File: src/rtl/irq_btn_pkg.sv
// irq_btn_pkg: edge-mode encodings and the event-qualification helper shared by the IRQ button front end.
package irq_btn_pkg;

    typedef enum logic [1:0] {
        EDGE_RISE  = 2'd0,
        EDGE_FALL  = 2'd1,
        EDGE_BOTH  = 2'd2,
        EDGE_LEVEL = 2'd3
    } edge_mode_e;

    function automatic logic edge_hit(logic [1:0] mode, logic rise, logic fall);
        return mode == EDGE_RISE ? rise :
               mode == EDGE_FALL ? fall :
               mode == EDGE_BOTH ? (rise | fall) : 1'b0;
    endfunction

endpackage

File: src/rtl/irq_btn_frontend_debounce_ch.sv
// debounce_ch: one button channel -- synchroniser, stability counter, debounced level and edge event.
module debounce_ch
    import irq_btn_pkg::*;
#(
    parameter int         DEBOUNCE_CYCLES = 100000,
    parameter int         SYNC_STAGES     = 2,
    parameter logic [1:0] MODE            = EDGE_RISE
) (
    input  logic clk_i,
    input  logic srst_n_i,
    input  logic btn_i,
    output logic state_o,
    output logic event_o
);
    localparam int CW = $clog2(DEBOUNCE_CYCLES + 1);

    logic [SYNC_STAGES-1:0] sync_q;
    logic [CW-1:0]          cnt_q;
    logic                   differs;
    logic                   toggle;

    assign differs = sync_q[SYNC_STAGES-1] != state_o;
    assign toggle  = differs && (cnt_q == CW'(DEBOUNCE_CYCLES - 1));
    assign event_o = edge_hit(MODE, toggle & ~state_o, toggle & state_o);

    always_ff @(posedge clk_i) begin
        if (!srst_n_i) begin
            sync_q  <= '0;
            cnt_q   <= '0;
            state_o <= 1'b0;
        end else begin
            sync_q  <= {sync_q[SYNC_STAGES-2:0], btn_i};
            cnt_q   <= (!differs || toggle) ? '0 : cnt_q + 1'b1;
            state_o <= state_o ^ toggle;
        end
    end

endmodule

File: src/rtl/irq_btn_frontend.sv
// irq_btn_frontend: debounced button inputs with per-channel edge/level interrupt pending flags,
// acknowledge and mask onto a single interrupt line.
module irq_btn_frontend
    import irq_btn_pkg::*;
#(
    parameter int                  N_CH            = 4,
    parameter int                  DEBOUNCE_CYCLES = 100000,
    parameter int                  SYNC_STAGES     = 2,
    parameter logic [2*N_CH-1:0]   EDGE_MODE       = '0
) (
    input  logic            clk_i,
    input  logic            srst_n_i,
    input  logic [N_CH-1:0] btn_i,
    input  logic [N_CH-1:0] irq_mask_i,
    input  logic [N_CH-1:0] irq_ack_i,
    output logic [N_CH-1:0] btn_state_o,
    output logic [N_CH-1:0] irq_pending_o,
    output logic            irq_o
);
    logic [N_CH-1:0] ev;
    logic [N_CH-1:0] pend_q;

    for (genvar i = 0; i < N_CH; i++) begin : g_ch
        debounce_ch #(
            .DEBOUNCE_CYCLES(DEBOUNCE_CYCLES),
            .SYNC_STAGES    (SYNC_STAGES),
            .MODE           (EDGE_MODE[2*i+:2])
        ) u_ch (
            .clk_i   (clk_i),
            .srst_n_i(srst_n_i),
            .btn_i   (btn_i[i]),
            .state_o (btn_state_o[i]),
            .event_o (ev[i])
        );
        // level channels mirror the debounced state and never latch
        assign irq_pending_o[i] = (EDGE_MODE[2*i+:2] == EDGE_LEVEL) ? btn_state_o[i] : pend_q[i];
    end

    // a new event wins over a simultaneous acknowledge
    always_ff @(posedge clk_i) begin
        if (!srst_n_i) pend_q <= '0;
        else           pend_q <= ev | (pend_q & ~irq_ack_i);
    end

    assign irq_o = |(irq_pending_o & irq_mask_i);

endmodule

File: config.mk
export PLATFORM = sky130hd
export DESIGN_NAME = irq_btn_frontend
export DESIGN_NICKNAME = d
export VERILOG_FILES = /design/src/rtl/irq_btn_pkg.sv /design/src/rtl/irq_btn_frontend_debounce_ch.sv /design/src/rtl/irq_btn_frontend.sv
export SDC_FILE = /design/constraint.sdc
export NUM_CORES = 1
export LEC_CHECK = 0
export CAP_MARGIN = 10
export CORE_MARGIN = 1.5
export CORE_UTILIZATION = 35
export CTS_CLUSTER_DIAMETER = 60
export CTS_CLUSTER_SIZE = 12
export DETAILED_ROUTE_END_ITERATION = 7
export PLACE_DENSITY = 0.63
export SLEW_MARGIN = 0
export SYNTH_ARGS = -nofsm -noshare
export SYNTH_HDL_FRONTEND = slang
export SYNTH_SLANG_ARGS = --single-unit
File: constraint.sdc
create_clock -name clk_i -period 1.7 [get_ports clk_i]
set_input_delay 0.17 -clock clk_i [delete_from_list [all_inputs] [get_ports clk_i]]
set_output_delay 0.17 -clock clk_i [all_outputs]
set_load 0.05 [all_outputs]
==> summary by stage <==
Outcome
The flow ran to the end, and the final reports show no timing, DRC or antenna violations.

Global routing
Entering global routing, the biggest net connects 21 pins. Global routing finished with a remaining overflow of 0. The via count of the first global-routing pass came to around 2.7k. The initial antenna violation count is 0. The global-route usage over all layers is 0.133. The first global-routing pass estimated ~12000 um of wire.

CTS
The longest clock path from root to sink contains 2 buffers. The total number of clock tree sinks is 84. The clock transition time at the flip-flop clock pins of the worst setup and hold paths is ~0.080 ns. Clock latency on the worst-skew pair, taken at its later pin, is between 0.3 and 0.4 ns. The clock buffer count from CTS is 9.

The buffer type at the clock tree root is sky130_fd_sc_hd__clkbuf_8. TritonCTS built the clock tree. The cts-stage hold buffer count is 0.

In this run the number of H-tree levels came out at 3. In this run the post-CTS setup repair buffer count came out at 0.

STA
The setup slack after layout is between 0.09 and 0.1 ns. The final number of setup-violating endpoints is 0. The final worst clock skew is between 0.009 and 0.01 ns. The number of pins exceeding their max-slew limit in the final report came to 0. The final total negative setup slack is 0 ns. The worst hold-check slack is just under 0.4 ns.

Derived from the worst setup path, the maximum achievable clock frequency is approximately 620 MHz. The count of endpoints failing hold in the final timing report is 0. The worst path in the final design needs a cycle of 1.61 ns, including I/O delays and setup. The transition time at the pin with the least slew margin is around 0.49 ns. Of the available clock period, the critical path in the final layout requires 0.945. The headroom to the max-slew limit is 0.672.

Setup repair after global routing left no endpoint under its margin.

Die
The number of top-level pins is 23. The starting density of the core is 0.358. The site row count is 37. The die covers 11100 um^2.

In this run the standard cell core region covers roughly 10000 um^2. The die span in y is 105 um. The floorplan step set the die width to around 110 um.

Finish
Of the cells placed in the final design, the portion with a size suffix greater than 1 is 0.119. For this run, the post-layout net count is ~470. The design area is 4350 um^2. The number of antenna diodes is 0.

The area growth from synthesis to layout is 18.3%. The number of cells in the finished layout apart from fillers is just under 600. At the end of the flow the core is filled with cells to 0.423.

Placed design
Port buffering added 22 buffers. The worst setup timing slack at the placement stage is 0.0912 ns. After detailed placement, the total cell area comes to ~4200 um^2. The congestion estimate from routability-driven global placement came to about 0.81. The detailed-placement wirelength estimate is just over 5000 um. Counting tap cells, the placed design contains a total of roughly 570 instances.

Logic synthesis
In the synthesized netlist the dominant register cell turns out to be sky130_fd_sc_hd__dfxtp_1. The count of flip-flops with a built-in enable after synthesis is 0. The cell count after synthesis came out at around 400. Counting flops with an async set or reset pin after synthesis yields a share of 0. The synthesized design contains 84 register bits. The post-synthesis average cell area is 9.05 um^2.

Summing every instance area after synthesis gives about 3700 um^2. The most area-hungry cell type in the Yosys netlist is sky130_fd_sc_hd__dfxtp_1. After synthesis, the most frequently instantiated cells are 84 x sky130_fd_sc_hd__dfxtp_1, 67 x sky130_fd_sc_hd__nor2_1, 34 x sky130_fd_sc_hd__xnor2_1.

After synthesis, the cell types taking the most area are sky130_fd_sc_hd__dfxtp_1 46%, sky130_fd_sc_hd__xnor2_1 8.1%, sky130_fd_sc_hd__nor2_1 6.8%. Counting distinct cell types in the post-synthesis netlist gives between 40 and 50. Among all cell types in the netlist, the one instantiated most often is sky130_fd_sc_hd__dfxtp_1. The count of synthesis-stage warnings from yosys is 0. The number of nets in the synthesized netlist is between 400 and 500. The top-area cell type share of the netlist area is 0.457. The sequential fraction of the synthesis area is 0.457.

Detailed routing
The first detailed-routing pass ran for 4 iterations. In this run, the number of DRC markers left after iteration 0 of detailed routing was 92. The remaining antenna violation count is 0.

The total wire length is between 7000 and 8000 um. In the routed design, unresolved DRC markers number 0. The routed via count is 2860. The routed wirelength normalized by instance count is between 10 and 15 um. The post-detailed-route via-to-cell ratio is around 4.8.

Flow run
The max capacitance violation total is 0.

Pwr
Power spread over the standard cell area amounts to 775 nW/um^2. VDD sags by at most ~0.00035 V. The total design power is ~3.4 mW. The leakage component of the power is about 1.4 nW.

Critical path
Of all nets on the critical path, the largest fanout is 6. The element type at the critical path start is a register. The required time of the worst setup path is approximately 2 ns. The critical path is of the reg2reg type. STA classifies the critical path endpoint as a register.

For the worst setup path, the data arrival time is between 1.5 and 2 ns.

Hold path
The classification of the worst-slack hold path is in2reg.
state kept, by name, indices dropped and copies added (netlist names), named ones only:
name              count
irq_pending_o         4
g_ch.u_ch.sync_q      8
g_ch.u_ch.cnt_q      68
final cells by class:
type	instances	area [um^2]
clock buffer	11	141
clock inverter	5	36.3
fill	1023	5930
inverter	7	26.3
multi-input combinational	299	1870
sequential	84	1680
tap	136	170
timing repair buffer	48	422
cell families (layout without fill, tap and decap cells):
logic type	after synthesis	count (layout)	share of synthesized area
XOR/XNOR	57	57	0.136
adder cells (fa/ha/maj)	4	4	0.0136
flip-flops	84	84	0.457
AO/OA/AOI/OAI	20	20	0.0330
buffers and inverters	23	71	0.0354
multiplexers	4	4	0.0109
AND/OR/NAND/NOR	214	214	0.314
cells in the final DEF (no fill, tap or decap), types with 4 or more instances in the layout:
master and count:
sky130_fd_sc_hd__a21oi_1 7, sky130_fd_sc_hd__and2_1 8, sky130_fd_sc_hd__and3_1 4, sky130_fd_sc_hd__and4_1 6, sky130_fd_sc_hd__buf_4 30, sky130_fd_sc_hd__clkbuf_8 10
sky130_fd_sc_hd__clkdlybuf4s50_1 13, sky130_fd_sc_hd__dfxtp_1 83, sky130_fd_sc_hd__ha_1 4, sky130_fd_sc_hd__inv_1 7, sky130_fd_sc_hd__mux2i_1 4, sky130_fd_sc_hd__nand2_1 18
sky130_fd_sc_hd__nand3_1 27, sky130_fd_sc_hd__nand4_1 24, sky130_fd_sc_hd__nor2_1 67, sky130_fd_sc_hd__nor2b_1 7, sky130_fd_sc_hd__nor3_1 11, sky130_fd_sc_hd__nor4_1 12
sky130_fd_sc_hd__nor4bb_1 7, sky130_fd_sc_hd__o21ai_0 5, sky130_fd_sc_hd__or3_1 5, sky130_fd_sc_hd__xnor2_1 34, sky130_fd_sc_hd__xor2_1 23
where the power goes:
| group | switching [mW] | internal, mW | leakage [nW] |
|---|---|---|---|
| clock | 0.728 | 0.574 | 0.0820 |
| sequential | 0.00625 | 1.98 | 0.679 |
| combinational | 0.0325 | 0.0506 | 0.639 |
| total | 0.766 | 2.60 | 1.40 |
what timing repair did:
action                     in CTS  in global routing
pin swaps                       0                  0
setup endpoints to repair       3                 14
resized for setup               3                  2
metal layers:
| layer | vias to the layer above | GRT usage | routed length, um |
|---|---|---|---|
| met1 | 1322 | 0.161 | 3410 |
| met3 | 4 | 0.0359 | 221 |
| met4 | 0 | 0.0548 | 64 |
| met2 | 33 | 0.221 | 3380 |
| met5 | - | 0 | 0 |
| li1 | 1501 | - | - |
worst max-delay path, stage by stage, from the launching register on:
cell and delay (ns):
sky130_fd_sc_hd__dfxtp_1 0.42, sky130_fd_sc_hd__nand3_2 0.13, sky130_fd_sc_hd__or3_4 0.41, sky130_fd_sc_hd__or4_1 0.40, sky130_fd_sc_hd__a21oi_1 0.18
worst paths after layout:
kind / endpoint / depth (start not counted) / startpoint / slack, ns
max: g_ch[1].u_ch.cnt_q[15] / 4 / g_ch[1].u_ch.cnt_q[6] / 0.09
min: g_ch[2].u_ch.sync_q[0] / 2 / btn_i[2] / 0.39
max reg2reg: g_ch[1].u_ch.cnt_q[15] / 4 / g_ch[1].u_ch.cnt_q[6] / 0.09
min reg2reg: g_ch[0].u_ch.sync_q[1] / 1 / g_ch[0].u_ch.sync_q[0] / 0.44
Note: power is estimated with default switching activity, not from simulation.
